File: config.mk
export PLATFORM = sky130hd
export DESIGN_NAME = cache_mem_arbiter_flat
export DESIGN_NICKNAME = d
export VERILOG_FILES = /design/src/rtl/cache_mem_arbiter_if.sv /design/src/rtl/cache_mem_arbiter.sv /design/src/flat_wrapper.sv
export SDC_FILE = /design/constraint.sdc
export NUM_CORES = 1
export LEC_CHECK = 0
export ABC_AREA = 1
export CAP_MARGIN = 20
export CORE_AREA = 3 3 338 340
export CTS_CLUSTER_SIZE = 8
export DETAILED_ROUTE_END_ITERATION = 6
export DIE_AREA = 0 0 341 343
export PLACE_DENSITY = 0.37
export REMOVE_ABC_BUFFERS = 1
export SLEW_MARGIN = 30
export SYNTH_ARGS = -nofsm -noshare
export SYNTH_HDL_FRONTEND = slang
export SYNTH_SLANG_ARGS = --single-unit
File: constraint.sdc
create_clock -name clk_i -period 19.4 [get_ports clk_i]
set_clock_uncertainty 0.05 [all_clocks]
set_input_delay 1.94 -clock clk_i [delete_from_list [all_inputs] [get_ports clk_i]]
set_output_delay 1.94 -clock clk_i [all_outputs]
set_load 0.01 [all_outputs]
File: src/rtl/cache_mem_arbiter_if.sv
// Bus types and interface for the cache/memory arbiter.
//
// mem_req_type  : addr[31:0], data[127:0], rw (1 = write), valid
// mem_data_type : data[127:0], ready
//
// Handshake: a requester raises req.valid with all fields stable and holds
// them until it sees its data.ready (a one-cycle pulse), then drops valid in
// the following cycle. Toward memory, mem_req_o.valid is a one-cycle issue
// pulse and mem_data_i.ready is only honoured while a transaction waits.
//
// Modports:
//   slave  : the arbiter (takes requests and memory responses, drives
//            requester responses and the memory request)
//   master : the environment (caches plus memory model)

package cache_mem_arbiter_pkg;

  typedef struct packed {
    logic [31:0]  addr;
    logic [127:0] data;
    logic         rw;
    logic         valid;
  } mem_req_type;

  typedef struct packed {
    logic [127:0] data;
    logic         ready;
  } mem_data_type;

endpackage

interface cache_mem_arbiter_if;
  import cache_mem_arbiter_pkg::*;

  mem_req_type  req0_i;
  mem_req_type  req1_i;
  mem_data_type data0_o;
  mem_data_type data1_o;
  mem_req_type  mem_req_o;
  mem_data_type mem_data_i;

  modport slave (
    input  req0_i,
    input  req1_i,
    input  mem_data_i,
    output data0_o,
    output data1_o,
    output mem_req_o
  );

  modport master (
    output req0_i,
    output req1_i,
    output mem_data_i,
    input  data0_o,
    input  data1_o,
    input  mem_req_o
  );

endinterface

File: src/rtl/cache_mem_arbiter.sv
// Two-port round-robin arbiter sharing one backing memory between the
// instruction cache (port 0) and the data cache (port 1). One 128-bit line
// transaction is in flight at a time; a watchdog aborts transactions the
// memory never answers.
//
// Ports:
//   clk_i    : clock, all state on rising edge
//   rst_i    : asynchronous active-high reset
//   bus      : cache_mem_arbiter_if.slave (req0_i, req1_i, data0_o, data1_o,
//              mem_req_o, mem_data_i)
//   owner_o  : port currently granted, meaningful while busy_o = 1
//   busy_o   : 1 whenever the FSM is not IDLE
//   err_o    : one-cycle pulse together with a timed-out response
//   state_o  : FSM state for debug (0 IDLE, 1 ISSUE, 2 WAIT, 3 RESP)
//
// Parameter:
//   TIMEOUT  : WAIT cycles without memory ready before abort (1..255)

module cache_mem_arbiter
  import cache_mem_arbiter_pkg::*;
#(
  parameter int unsigned TIMEOUT = 15
) (
  input  logic                   clk_i,
  input  logic                   rst_i,
  cache_mem_arbiter_if.slave     bus,
  output logic                   owner_o,
  output logic                   busy_o,
  output logic                   err_o,
  output logic [1:0]             state_o
);

  typedef enum logic [1:0] {
    IDLE  = 2'd0,
    ISSUE = 2'd1,
    WAIT  = 2'd2,
    RESP  = 2'd3
  } state_e;

  // Counter value in the last WAIT cycle before the watchdog fires.
  localparam logic [7:0] CNT_LAST = 8'(TIMEOUT - 1);

  state_e       state_q;
  logic         last_q;      // port granted most recently
  logic         owner_q;
  logic         busy_q;
  logic         err_q;
  logic [7:0]   cnt_q;
  mem_req_type  mem_req_q;
  mem_data_type data0_q;
  mem_data_type data1_q;

  logic         win;
  logic         any_req;
  mem_req_type  win_req;

  // On a tie the port not granted last wins; otherwise the lone requester.
  // The winner always has valid set, so win_req can be latched whole.
  always_comb begin
    any_req = bus.req0_i.valid | bus.req1_i.valid;
    win     = (bus.req0_i.valid & bus.req1_i.valid) ? ~last_q : bus.req1_i.valid;
    win_req = win ? bus.req1_i : bus.req0_i;
  end

  always_ff @(posedge clk_i or posedge rst_i) begin
    if (rst_i) begin
      state_q   <= IDLE;
      last_q    <= 1'b1;
      owner_q   <= 1'b0;
      busy_q    <= 1'b0;
      err_q     <= 1'b0;
      cnt_q     <= 8'd0;
      mem_req_q <= '0;
      data0_q   <= '0;
      data1_q   <= '0;
    end else begin
      case (state_q)
        IDLE: begin
          cnt_q <= 8'd0;
          if (any_req) begin
            owner_q   <= win;
            mem_req_q <= win_req;
            busy_q    <= 1'b1;
            state_q   <= ISSUE;
          end
        end

        ISSUE: begin
          // Issue pulse lasts one cycle; address, data and rw stay held.
          mem_req_q.valid <= 1'b0;
          cnt_q           <= 8'd0;
          state_q         <= WAIT;
        end

        WAIT: begin
          // Memory ready takes priority over a watchdog expiry in the same cycle.
          if (bus.mem_data_i.ready) begin
            if (owner_q) begin
              data1_q.data  <= mem_req_q.rw ? 128'h0 : bus.mem_data_i.data;
              data1_q.ready <= 1'b1;
            end else begin
              data0_q.data  <= mem_req_q.rw ? 128'h0 : bus.mem_data_i.data;
              data0_q.ready <= 1'b1;
            end
            err_q   <= 1'b0;
            state_q <= RESP;
          end else if (cnt_q == CNT_LAST) begin
            if (owner_q) begin
              data1_q <= '{data: 128'h0, ready: 1'b1};
            end else begin
              data0_q <= '{data: 128'h0, ready: 1'b1};
            end
            err_q   <= 1'b1;
            state_q <= RESP;
          end else begin
            cnt_q <= cnt_q + 8'd1;
          end
        end

        RESP: begin
          data0_q <= '0;
          data1_q <= '0;
          err_q   <= 1'b0;
          busy_q  <= 1'b0;
          last_q  <= owner_q;
          state_q <= IDLE;
        end

        default: state_q <= IDLE;
      endcase
    end
  end

  assign bus.mem_req_o = mem_req_q;
  assign bus.data0_o   = data0_q;
  assign bus.data1_o   = data1_q;
  assign owner_o       = owner_q;
  assign busy_o        = busy_q;
  assign err_o         = err_q;
  assign state_o       = state_q;

endmodule

File: src/flat_wrapper.sv
// flat-port wrapper written by rule: the top's interface ports become plain ports
module cache_mem_arbiter_flat import cache_mem_arbiter_pkg::*;
#(
  parameter int unsigned TIMEOUT = 15
)
  (clk_i, rst_i, owner_o, busy_o, err_o, state_o, bus_req0_i, bus_req1_i, bus_mem_data_i, bus_data0_o, bus_data1_o, bus_mem_req_o);
  cache_mem_arbiter_if bus_i ();
  input  logic clk_i;
  input  logic rst_i;
  output logic owner_o;
  output logic busy_o;
  output logic err_o;
  output logic [1:0] state_o;
  input wire logic [$bits(bus_i.req0_i)-1:0] bus_req0_i;
  input wire logic [$bits(bus_i.req1_i)-1:0] bus_req1_i;
  input wire logic [$bits(bus_i.mem_data_i)-1:0] bus_mem_data_i;
  output wire logic [$bits(bus_i.data0_o)-1:0] bus_data0_o;
  output wire logic [$bits(bus_i.data1_o)-1:0] bus_data1_o;
  output wire logic [$bits(bus_i.mem_req_o)-1:0] bus_mem_req_o;
  assign bus_i.req0_i = bus_req0_i;
  assign bus_i.req1_i = bus_req1_i;
  assign bus_i.mem_data_i = bus_mem_data_i;
  assign bus_data0_o = bus_i.data0_o;
  assign bus_data1_o = bus_i.data1_o;
  assign bus_mem_req_o = bus_i.mem_req_o;
  cache_mem_arbiter #(.TIMEOUT(TIMEOUT)) u_core (.clk_i(clk_i), .rst_i(rst_i), .bus(bus_i), .owner_o(owner_o), .busy_o(busy_o), .err_o(err_o), .state_o(state_o));
endmodule
# Yosys cells after proc, flatten, opt, wreduce, memory -nomap -nowiden
# Cells that the tools add are included.
[totals]
ff_bits = 434
ram_bits = 0
n_memories = 0
elab_cells = 69
output_inout_bits = 425
inputBits = 455
latch_bits = 0
romBits = 0
[classes]
multipliers = 0
addsub = 1
n_eq_ne = 10
bitwise = 3
n_shift = 0
order_cmp = 0
n_reduce_logical = 14
div = 0
mux = 27
[op_table]
columns = ["op", "count"]
rows = [
  ["2-to-1 mux 129 bit", 8],
  ["one-hot mux 129 bit (2 select lines)", 2],
  ["2-to-1 mux 162 bit", 1],
  ["2-to-1 mux 128 bit", 1],
  ["2-to-1 mux 8 bit", 2],
  ["one-hot mux 8 bit (2 select lines)", 1],
  ["AND reduction 2 bit", 5],
  ["AND reduction 3 bit", 3],
  ["adder 8 x 1 -> 8 bit, second input constant", 1],
  ["== test 8 x 4 -> 1 bit, second input constant", 1],
  ["one-hot mux 2 bit (4 select lines)", 1],
  ["nonzero test 2 bit", 4],
  ["2-to-1 mux 2 bit", 3],
  ["inequality test 2 bit, second input constant", 3],
  ["one-hot mux 1 bit (2 select lines)", 3],
  ["2-to-1 mux 1 bit", 5],
  ["== test 2 bit, second input constant", 2],
  ["inequality test 2 x 1 -> 1 bit, second input constant", 2],
  ["inequality test 3 x 2 -> 1 bit, second input constant", 1],
  ["== test 2 x 1 -> 1 bit, second input constant", 1],
  ["logical NOT 2 bit", 1],
  ["OR reduction 2 bit", 1],
  ["AND 1 bit", 1],
  ["NOT 1 bit", 1],
  ["OR 1 bit", 1],
]

# Logic depth before layout (Yosys ltp)
[logic_depth]
word_depth = 5
depth_mapped = 10
mapped_depth_nobuf = 8

# Worst setup path after synthesis
# Ideal clock, no wire load.
[synth_path]
path_type = "input-to-reg"
startpoint = "input bus_req0_i[0]"
endpoint = "register u_core.mem_req_q, in the netlist u_core.bus.mem_req_o[109]"
n_path_buf = 2
path_stages = 7
setup_slack_ns = 16.404
required_time_ns = 19.267
setup_ns = 0.083
t_arrival_ns = 2.863
path_cell_list = "nand2_1 > nand2_2 > inv_1 > buf_2 > clkbuf_1 > o21ai_0 > o21ai_0"
[synth_via]
elab_chain_len = 3
elab_cells_between_ends = 5
cone_classes = "mux: 2; bitwise: 2; reduce/logical: 1"
[synth_lines]
columns = ["item", "line", "source"]
rows = [
  ["from (decl)", "flat_wrapper.sv:14", "input wire logic [$bits(bus_i.req0_i)-1:0] bus_req0_i;"],
  ["AND 1 bit", "cache_mem_arbiter.sv:61", "win = (bus.req0_i.valid & bus.req1_i.valid) ? ~last_q : bus.req1_i.valid;"],
  ["2-to-1 mux 1 bit", "cache_mem_arbiter.sv:61", ""],
  ["2-to-1 mux 162 bit", "cache_mem_arbiter.sv:62", "win_req = win ? bus.req1_i : bus.req0_i;"],
  ["to (signal assigned)", "cache_mem_arbiter.sv:82", "mem_req_q <= win_req;"],
  ["to (decl)", "cache_mem_arbiter.sv:49", "mem_req_type mem_req_q;"],
]
# Several ways; a longest one is shown, not always the timed one.
# A chain may end at the register's enable or synchronous reset.

# Worst setup path after layout
[layout_path]
startpoint = "input bus_req1_i[0]"
endpoint = "register u_core.mem_req_q, in the netlist u_core.bus.mem_req_o[29]"
[layout_via]
elab_chain_len = 3
elab_cells_between_ends = 5
cone_classes = "mux: 2; bitwise: 2; reduce/logical: 1"
[layout_lines]
columns = ["item", "line", "source"]
rows = [
  ["from (decl)", "flat_wrapper.sv:15", "input wire logic [$bits(bus_i.req1_i)-1:0] bus_req1_i;"],
  ["AND 1 bit", "cache_mem_arbiter.sv:61", ""],
  ["2-to-1 mux 1 bit", "cache_mem_arbiter.sv:61", ""],
  ["2-to-1 mux 162 bit", "cache_mem_arbiter.sv:62", ""],
]
# Several ways; a longest one is shown, not always the timed one.

==> metrics <==
TritonCTS Buffers 66; register area roughly 0.011 mm^2; synthesized area ~0.019 mm^2; Setup crit start kind input port; critical path's slowest cell buf_4; setup TNS 0 ns; post_cts resized 0; vias after detailed routing 19,200; Root Driver clkbuf_16; Max FO, Critical Path 89; dpl hpwl about 75,000 um; input/output buffers 879; synthesized instance count between 2,000 and 2,500; Vias/cell around 4; clock-pin slew on the worst setup and hold paths ~0.060 ns; setup bufs post-CTS 0; flop-to-flop setup slack between 15 and 20 ns; Final Non-Filler Cells between 4,000 and 5,000; Largest stage delay, worst path between 0.6 and 0.7 ns; Setup Slack @ Placement 13.96 ns; worst-margin pin slew 1.00 ns; drt wl/cell ~22 um; Hold EP u_core.bus.data1_o[24]$_DFFE_PP0P_; synth top area cells dfrtp_1 56%, nand2_1 14%, nand3_1 7.2%; crit path DAT ~5.3 ns; largest net degree at the start of global routing approximately 130; #FFs+latches synth around 430; CTS tree yes; Seq/Total Area, Yosys between 50% and 60%; layout net count ~3,700; grt total ovfl 0; Multi-input gate area 0.00713 mm^2; global-route wire length before repair between 100,000 and 150,000 um; DRT antenna net count 0; initial core utilization 17.2%; Netlist cell types 24; H-tree depth 3; Critical Path End Type register; RSZ-0062 raised after global routing no; reg2reg end u_core.bus.mem_req_o[29]$_DFFE_PP0P_; Finished Core Util between 20% and 30%; Final Cycle Share around a quarter; DRC 0; share of cells above drive strength 1 3.67%; critical path class input port to register; clk_lat worst skew approximately 0.62 ns; cell taking the most area after synthesis dfrtp_1; Peak VDD IR 0.124 mV; status completed; worst reg-to-reg path cell count 7; dpl cells ~4,600; hold path start u_core.bus.data1_o[24]$_DFFE_PP0P_; Req. time, crit path 19.89 ns; Top-Level Pins 880; initial antenna violation count 39; initial DRC count 880; final WL roughly 110,000 um; syn_area_per_cell 8.02 um^2; type of the tightest min-delay check register to register; FILL cells around 12,000; metal1 wirelength 42,700 um; Lkg Pwr 14.5 nW; min Tclk post-route roughly 4.8 ns; Synth-to-Final Area Change 63.1%; # clock sinks 434; uppermost layer routed met5; TritonRoute pass-1 iters 5; Final setup viols 0; hold buffer count at cts 0; wire length on met2 between 50,000 and 60,000 um; total track usage between 15 and 20%; GP Congestion ~0.81; Die Area approximately 0.12 mm^2; delay-heaviest family, CP buffers and inverters; Power Density about 160 mW/mm^2; Chip Height between 300 and 400 um; Row Count ~120; Synth warnings 0; DIE WIDTH about 340 um; max-slew violations 0; Core Region ~0.11 mm^2; r2r startpoint u_core.last_q$_DFFE_PP1P_; vias in the first global route 20,000; top cell type's share of synthesized area 56.3%; met3 WL about 9800 um; total power approximately 5.1 mW; slew margin rel. approximately 33%; clk buf depth 3; Fin. Hold Viols 0; setup ws final around 15 ns; CP bufs+invs 4; Hold Path Depth 2; crit-path cells clkdlybuf4s50_1 > nand2_8 > inv_4 > buf_4 > buf_4 > o21ai_0 > o21ai_0; fmax roughly 210 MHz; total of max-cap violations 0
==> sequential cells by signal (all words and copies together) (netlist names) <==
| name | flops |
|---|---|
| u_core.bus.mem_req_o | 162 |
| u_core.last_q | 1 |
| u_core.bus.data0_o | 129 |
| u_core.bus.data1_o | 129 |
| u_core.cnt_q | 8 |
| u_core.busy_o | 1 |
| u_core.err_o | 1 |
| u_core.state_o | 2 |
| u_core.owner_o | 1 |
==> placed cells by master, fill, tap and decap left out, types with 2 or more instances in the layout <==
cell type / count
buf_12: 2
buf_4: 19
buf_6: 3
clkbuf_1: 9
clkbuf_16: 67
clkbuf_8: 3
clkdlybuf4s50_1: 879
clkinv_8: 4
dfrtp_1: 433
diode_2: 10
ha_1: 7
inv_1: 141
nand2_1: 722
nand2_8: 2
nand3_1: 274
nor2_1: 304
nor3b_1: 2
o21ai_0: 265
o21ai_1: 60
o21ai_4: 2
==> metrics by stage <==
| step | instance area [um^2] | hold WS, ns |
|---|---|---|
| 3_5_place_dp | 29400 | 0.407 |
| 5_1_grt | 31400 | 0.433 |
| 6_report | 31400 | 0.415 |
| 3_3_place_gp | 29400 | 0.403 |
| 4_1_cts | 31300 | 0.421 |
| 2_1_floorplan | 18500 | 0.394 |
==> routing by layer <==
| metal | vias up | GRT usage (%) |
|---|---|---|
| li1 | 9207 | - |
| met2 | 716 | 29.1 |
| met4 | 12 | 4.65 |
| met5 | - | 0 |
| met3 | 139 | 6.82 |
| met1 | 9172 | 20.6 |
==> logic make-up after synthesis <==
kind of cell    Yosys count  share of synthesized area, %
xor+xnor                  1                        0.0455
compound gates          331                          8.69
buf+inv                 315                          6.91
simple gates           1309                          27.4
fa+ha+maj                 7                         0.455
flops                   434                          56.5
==> synth_stat cells (all sizes together) <==
library cell / number
o22ai: 1
nand3: 276
ha: 7
clkbuf: 75
nor2: 305
a21oi: 1
buf: 95
dfstp: 1
nand2: 725
dfrtp: 433
o21bai: 1
or2: 1
nor3b: 2
inv: 145
o21ai: 328
xor2: 1
==> power breakdown <==
part	total, mW	switching [mW]	internal [mW]
combinational	2.44	1.43	1.02
sequential	1.55	0.245	1.31
clock	1.11	0.464	0.649
total	5.11	2.14	2.98
==> worst register-to-register path: cells and delay by family (launching register included) <==
family | cells | cell delay [ns]
AO/OA/AOI/OAI | 2 | 0.43
AND/OR/NAND/NOR | 2 | 0.51
flip-flops | 1 | 0.38
buffers and inverters | 3 | 1.93
==> worst max-delay path by stage <==
stage	start	end	slack, ns	cells after the start
final	bus_req1_i[0]	u_core.bus.mem_req_o[29]$_DFFE_PP0P_	14.64	7
after global routing	bus_req0_i[0]	u_core.bus.mem_req_o[32]$_DFFE_PP0P_	14.38	8
after CTS	bus_req1_i[0]	u_core.bus.mem_req_o[29]$_DFFE_PP0P_	14.64	7
after detailed placement	bus_req1_i[0]	u_core.bus.mem_req_o[29]$_DFFE_PP0P_	13.96	7
after global placement	bus_req1_i[0]	u_core.bus.mem_req_o[105]$_DFFE_PP0P_	14.03	7
after floorplan	rst_i	u_core.bus.data0_o[0]$_DFFE_PP0P_	5.32	1
==> area by class of cell <==
| type | count | share of cell area [%] |
|---|---|---|
| timing repair buffer | 903 | 28.7 |
| antenna | 10 | 0.0798 |
| clock buffer | 79 | 5.58 |
| inverter | 145 | 1.78 |
| multi-input combinational | 1648 | 22.7 |
| tap | 1500 | 5.98 |
| sequential | 434 | 34.6 |
| clock inverter | 8 | 0.479 |
Power figures use the tool's default switching activity.
==> variant 1, RTL diff (same settings) <==
Reset style: synchronous (`rst_i`), changed in one clocked block. Comments in the files are not updated.
--- a/src/rtl/cache_mem_arbiter.sv
+++ b/src/rtl/cache_mem_arbiter.sv
@@ -62,7 +62,7 @@
     win_req = win ? bus.req1_i : bus.req0_i;
   end
 
-  always_ff @(posedge clk_i or posedge rst_i) begin
+  always_ff @(posedge clk_i) begin
     if (rst_i) begin
       state_q   <= IDLE;
       last_q    <= 1'b1;
Check against the original RTL: differs if rst_i is asserted again (counterexample within 4 cycles, from zero or initial values and one cycle with rst_i high); with rst_i held inactive, the same outputs for 4 cycles.
==> variant 1 against the unedited design <==
  * Synthesized area decreased by 6.6%
  * Sequential share of layout area fell by 5.5 points
  * Worst setup slack better by 0.051 ns
  * Cell area shrank 4.9%
  * Sequential cell count unchanged
  * Maximum frequency increased by 1.1%
  * Wire length decreased by 2.7%
  * Total power fell by 29%
  * Die area stayed put
  * Critical path type unchanged
==> variant 1: results (changes against the unedited design) <==
[run_status]
status=complete, no violations

[timing]
slew_headroom_pct=36.5  ; +3.2 points
fin_crit_sh_pct=24.3  ; -0.26 points

[logic_synthesis]
synth_area_leaders=dfxtp_1 (48%), nand2_1 (13%), a21oi_1 (7.5%)
synth.distinct_cells=24  ; unchanged
avgSynthCellArea_um2=7.34  ; -8.6%
synth-compound-area-share_pct=17.9  ; +9.2 points
synth_xor_area_share_pct=0  ; -0.046 points
synthTopCellsByCount=nand2_1 (625), dfxtp_1 (434), a21oi_1 (270)
ys_warn_count=0  ; unchanged
muxShareOfSynthArea_pct=0  ; unchanged
synth_top_family_by_area=simple AND/OR/NAND/NOR gates
synthAdderAreaFrac_pct=0.488  ; +0.032 points
yosysSeqAreaShare_pct=48.4  ; -8.1 points
ys.flop_type=dfxtp_1
async_reset_ff_share_pct=0  ; -100 points

[routing]
drt_first_pass_iters=7  ; +2
vias=19700  ; +2.5%
wirelength_um=102000  ; -2.7%
avgRoutedWirePerCell_um=21.6  ; -2.8%
dr.first_iter.drc_count=986  ; +12%

[grt]
grt_max_degree=166  ; +30%
grt_pass1_vias=19500  ; -2.5%
grt_pass1_wl_um=143000  ; -3.6%
track_usage_pct=16.6  ; -0.68 points
antenna_found_initial=44  ; +13%

[placed_design]
numPortBuffers=879  ; unchanged
place_ws_ns=13.94  ; -0.0167 ns
hpwlAfterDp_um=72000  ; -3.9%
place_area_um2=27800  ; -5.6%
gp_congestion=0.812  ; -0.17%
post-place-cells=4631  ; +0.022%

[cells_and_area]
final_nets=3663  ; +0.082%
largest_reg_flops=162  ; unchanged
drive_above_1_share_pct=3.97  ; +0.31 points
fillers=12400  ; +2.0%
fin_util_pct=26.7  ; -1.4 points

[critical_path]
arrival_ns=5.19  ; -0.06 ns
rrSetupSlack_ns=15.41  ; -0.61 ns
path_max_fanout=71  ; -20%
cp-startpoint=bus_mem_data_i[0]
reg2reg_from=u_core.state_o[0]
reg2reg_to=u_core.bus.data0_o[18]
r2r_cells=9  ; +2
path_class=primary input to flop

[cts]
clock_path_buffers=3  ; unchanged
post_cts_buffers=0  ; unchanged
cts_buffers=67  ; +1.5%
clkTransAtPathRegs_ns=0.05
htreeDepth=3  ; unchanged
root_buffer=clkbuf_16

[min_path]
hold_path.class=flop to flop
hold_start=u_core.bus.data0_o[4]

[power]
p_switching_mw=1.34  ; -37%
p_leak_nw=10.8  ; -26%
power_clock_mw=1.15  ; +4%
irDropWorstVdd_mv=0.0618  ; -50%
internal_power_mw=2.29  ; -23%
pwr-share-seq_pct=32.6  ; +2.2 points
largestPowerGroup=combinational logic

-- variant 1: cell count changes in the layout (fill, tap and decap cells not counted), sizes merged, moves of 2 or more --
cell	change
dfxtp	+434
dfrtp	-433
a21oi	+270
a31oi	+161
o21ai	-159
nor2	-155
nand2	-99
nand3	-10
inv	+4
clkinv	-3
diode	+3
buf	-2
bufinv	+2
-- variant 1: worst min path at each step --
stage	endpoint	slack (ns)	cells past startpoint
2_1_floorplan	u_core.last_q	0.38	2
3_3_place_gp	u_core.bus.data1_o[103]	0.40	2
3_5_place_dp	u_core.bus.data1_o[73]	0.40	2
4_1_cts	u_core.bus.data0_o[124]	0.41	2
5_1_grt	u_core.bus.data0_o[125]	0.42	2
6_report	u_core.bus.data0_o[4]	0.41	2
-- variant 1: critical path, stage by stage --
cell,delay [ns]
clkdlybuf4s50_1,0.48
nor2_1,0.21
nand2_4,0.42
nand2_4,0.84
buf_4,0.84
nand2_1,0.10
a21oi_1,0.17
-- variant 1: layer usage --
metal | vias to the layer above | wire [um] | GRT usage, %
met5 | - | 112 | 0
met4 | 18 | 2370 | 5.41
met3 | 163 | 10800 | 7.29
met2 | 772 | 48200 | 27.3
met1 | 9142 | 41000 | 19.4
li1 | 9623 | - | -
-- variant 1: layout make-up --
class | instances | share of cell area, %
clock inverter | 11 | 0.696
tap | 1500 | 6.29
antenna | 13 | 0.109
sequential | 434 | 29.1
inverter | 145 | 1.88
multi-input combinational | 1652 | 25.7
clock buffer | 78 | 5.89
timing repair buffer | 901 | 30.3
-- variant 1: kinds of logic (layout without fill, tap and decap cells) --
logic type      Yosys count  in the layout
fa+ha+maj                 7              7
other cells               0             13
compound gates          601            601
buf+inv                 362           1135
flops                   434            434
simple gates           1044           1044
==> variant 2, RTL diff (same settings) <==
Made on the original files. `TIMEOUT` is set to 15 in 2 places; all go to 11.
--- a/src/rtl/cache_mem_arbiter.sv
+++ b/src/rtl/cache_mem_arbiter.sv
@@ -19,7 +19,7 @@
 module cache_mem_arbiter
   import cache_mem_arbiter_pkg::*;
 #(
-  parameter int unsigned TIMEOUT = 15
+  parameter int unsigned TIMEOUT = 11
 ) (
   input  logic                   clk_i,
   input  logic                   rst_i,
--- a/src/flat_wrapper.sv
+++ b/src/flat_wrapper.sv
@@ -1,7 +1,7 @@
 // flat-port wrapper written by rule: the top's interface ports become plain ports
 module cache_mem_arbiter_flat import cache_mem_arbiter_pkg::*;
 #(
-  parameter int unsigned TIMEOUT = 15
+  parameter int unsigned TIMEOUT = 11
 )
   (clk_i, rst_i, owner_o, busy_o, err_o, state_o, bus_req0_i, bus_req1_i, bus_mem_data_i, bus_data0_o, bus_data1_o, bus_mem_req_o);
   cache_mem_arbiter_if bus_i ();
Formal check against the unedited RTL: no difference found for any inputs over 4 cycles, from zero or initial values and one cycle with rst_i high; that may be too few to reach the edited logic, so the function may still have changed.
==> variant 2 against the unedited design <==
  * Total power fell by 1.9%
  * Via count rose by 0.20%
  * Synthesized cell count barely moved
  * Critical path depth fell by 2
  * Final cell count did not move
  * Synthesized area fell by 0.20%
  * Cell area fell by 0.71%
  * Worst setup slack got worse by 0.092 ns
  * Wire length fell by 0.38%
  * Hold slack barely moved
  * Maximum frequency fell by 1.9%
  * Sequential cell count did not move
==> variant 2: results (changes against the unedited design) <==
[logic_synthesis]
avgSynthCellArea_um2=8.00  ; -0.24%
synth_xor_area_share_pct=0.0456  ; +0.000092 points
synth-compound-area-share_pct=8.69  ; about the same
synthTopCellsByCount=nand2_1 (726), dfrtp_1 (433), nor2_1 (306)
synth.distinct_cells=22  ; -8.3%
synth_area_leaders=dfrtp_1 (56%), nand2_1 (14%), nand3_1 (7.2%)
yosysSeqAreaShare_pct=56.6  ; +0.11 points
muxShareOfSynthArea_pct=0  ; unchanged
synthAdderAreaFrac_pct=0.456  ; +0.00092 points

[cells_and_area]
final_nets=3659  ; -0.027%
drive_above_1_share_pct=3.49  ; -0.18 points

[power]
pwr-share-comb_pct=48.9  ; +1.1 points
p_leak_nw=14.4  ; -0.61%
p_comb_mw=2.45
irDropWorstVdd_mv=0.0780  ; -37%
p_switching_mw=2.11  ; -0.94%

[routing]
detail_route.vias_per_cell=4.08  ; +0.20%
vias=19300  ; +0.20%
avgRoutedWirePerCell_um=22.2  ; -0.38%
dr.first_iter.drc_count=932  ; +5.9%

[timing]
holdWs_ns=0.415  ; +0.000321 ns
slew_headroom_pct=36.2  ; +2.9 points

[min_path]
hold_start=u_core.bus.data1_o[66]
min_to=u_core.bus.data1_o[66]

[cts]
htreeDepth=2  ; -1
cts_buffers=61  ; -7.6%
insertion_delay_ns=0.65  ; +0.03 ns
clock_path_buffers=3  ; unchanged

[critical_path]
critical-path-max-stage-delay_ns=0.79  ; +0.15 ns
arrival_ns=5.49  ; +0.24 ns
cp-startpoint=rst_i
reg2reg_from=u_core.state_o[0]
reg2reg_to=u_core.bus.data0_o[83]
path_max_fanout=96  ; +7.9%
r2r_cells=10  ; +3

[grt]
grt_pass1_vias=20100  ; +0.67%
track_usage_pct=17.3  ; -0.031 points
met2_usage_pct=29.2  ; +0.13 points
grtUsageMet1_pct=20.5  ; -0.062 points
met3_usage_pct=6.76  ; -0.061 points
grt_max_degree=152  ; +19%
grt_pass1_wl_um=148000  ; about the same
antenna_found_initial=29  ; -26%

[placed_design]
post-place-cells=4633  ; +0.065%
place_ws_ns=13.70  ; -0.258 ns
place_area_um2=29400  ; about the same
hpwlAfterDp_um=75000  ; +0.14%
gp_congestion=0.820  ; +0.84%

[run_status]
status=complete, no violations

## variant 2: routing by layer
metal	part of all wire [%]	wire length (um)	up-vias
li1	-	-	9201
met1	40	42100	9231
met2	48	50500	698
met3	9.3	9740	145
met4	2.3	2440	10
met5	0.067	70	-
## variant 2: final cells by class
class	instances	area, um2
antenna	14	35.0
clock buffer	74	1610
clock inverter	5	51.3
fill	12300	80700
inverter	145	559
multi-input combinational	1649	7120
sequential	434	10900
tap	1500	1880
timing repair buffer	906	9040
## variant 2: how the worst max path moves through the flow
stage | endpoint | slack (ns)
detailed placement | u_core.bus.data1_o[113] | 13.70
floorplan | u_core.bus.data0_o[0] | 5.32
global placement | u_core.bus.data1_o[113] | 13.64
global route | u_core.bus.data1_o[113] | 14.12
finish | u_core.bus.data0_o[125] | 14.54
CTS | u_core.bus.data1_o[113] | 14.42
## variant 2: worst min-delay path, cell delays in order, from the launching register on
cell and delay (ns):
dfrtp_1 0.34, nand2_1 0.05, nand2_1 0.04
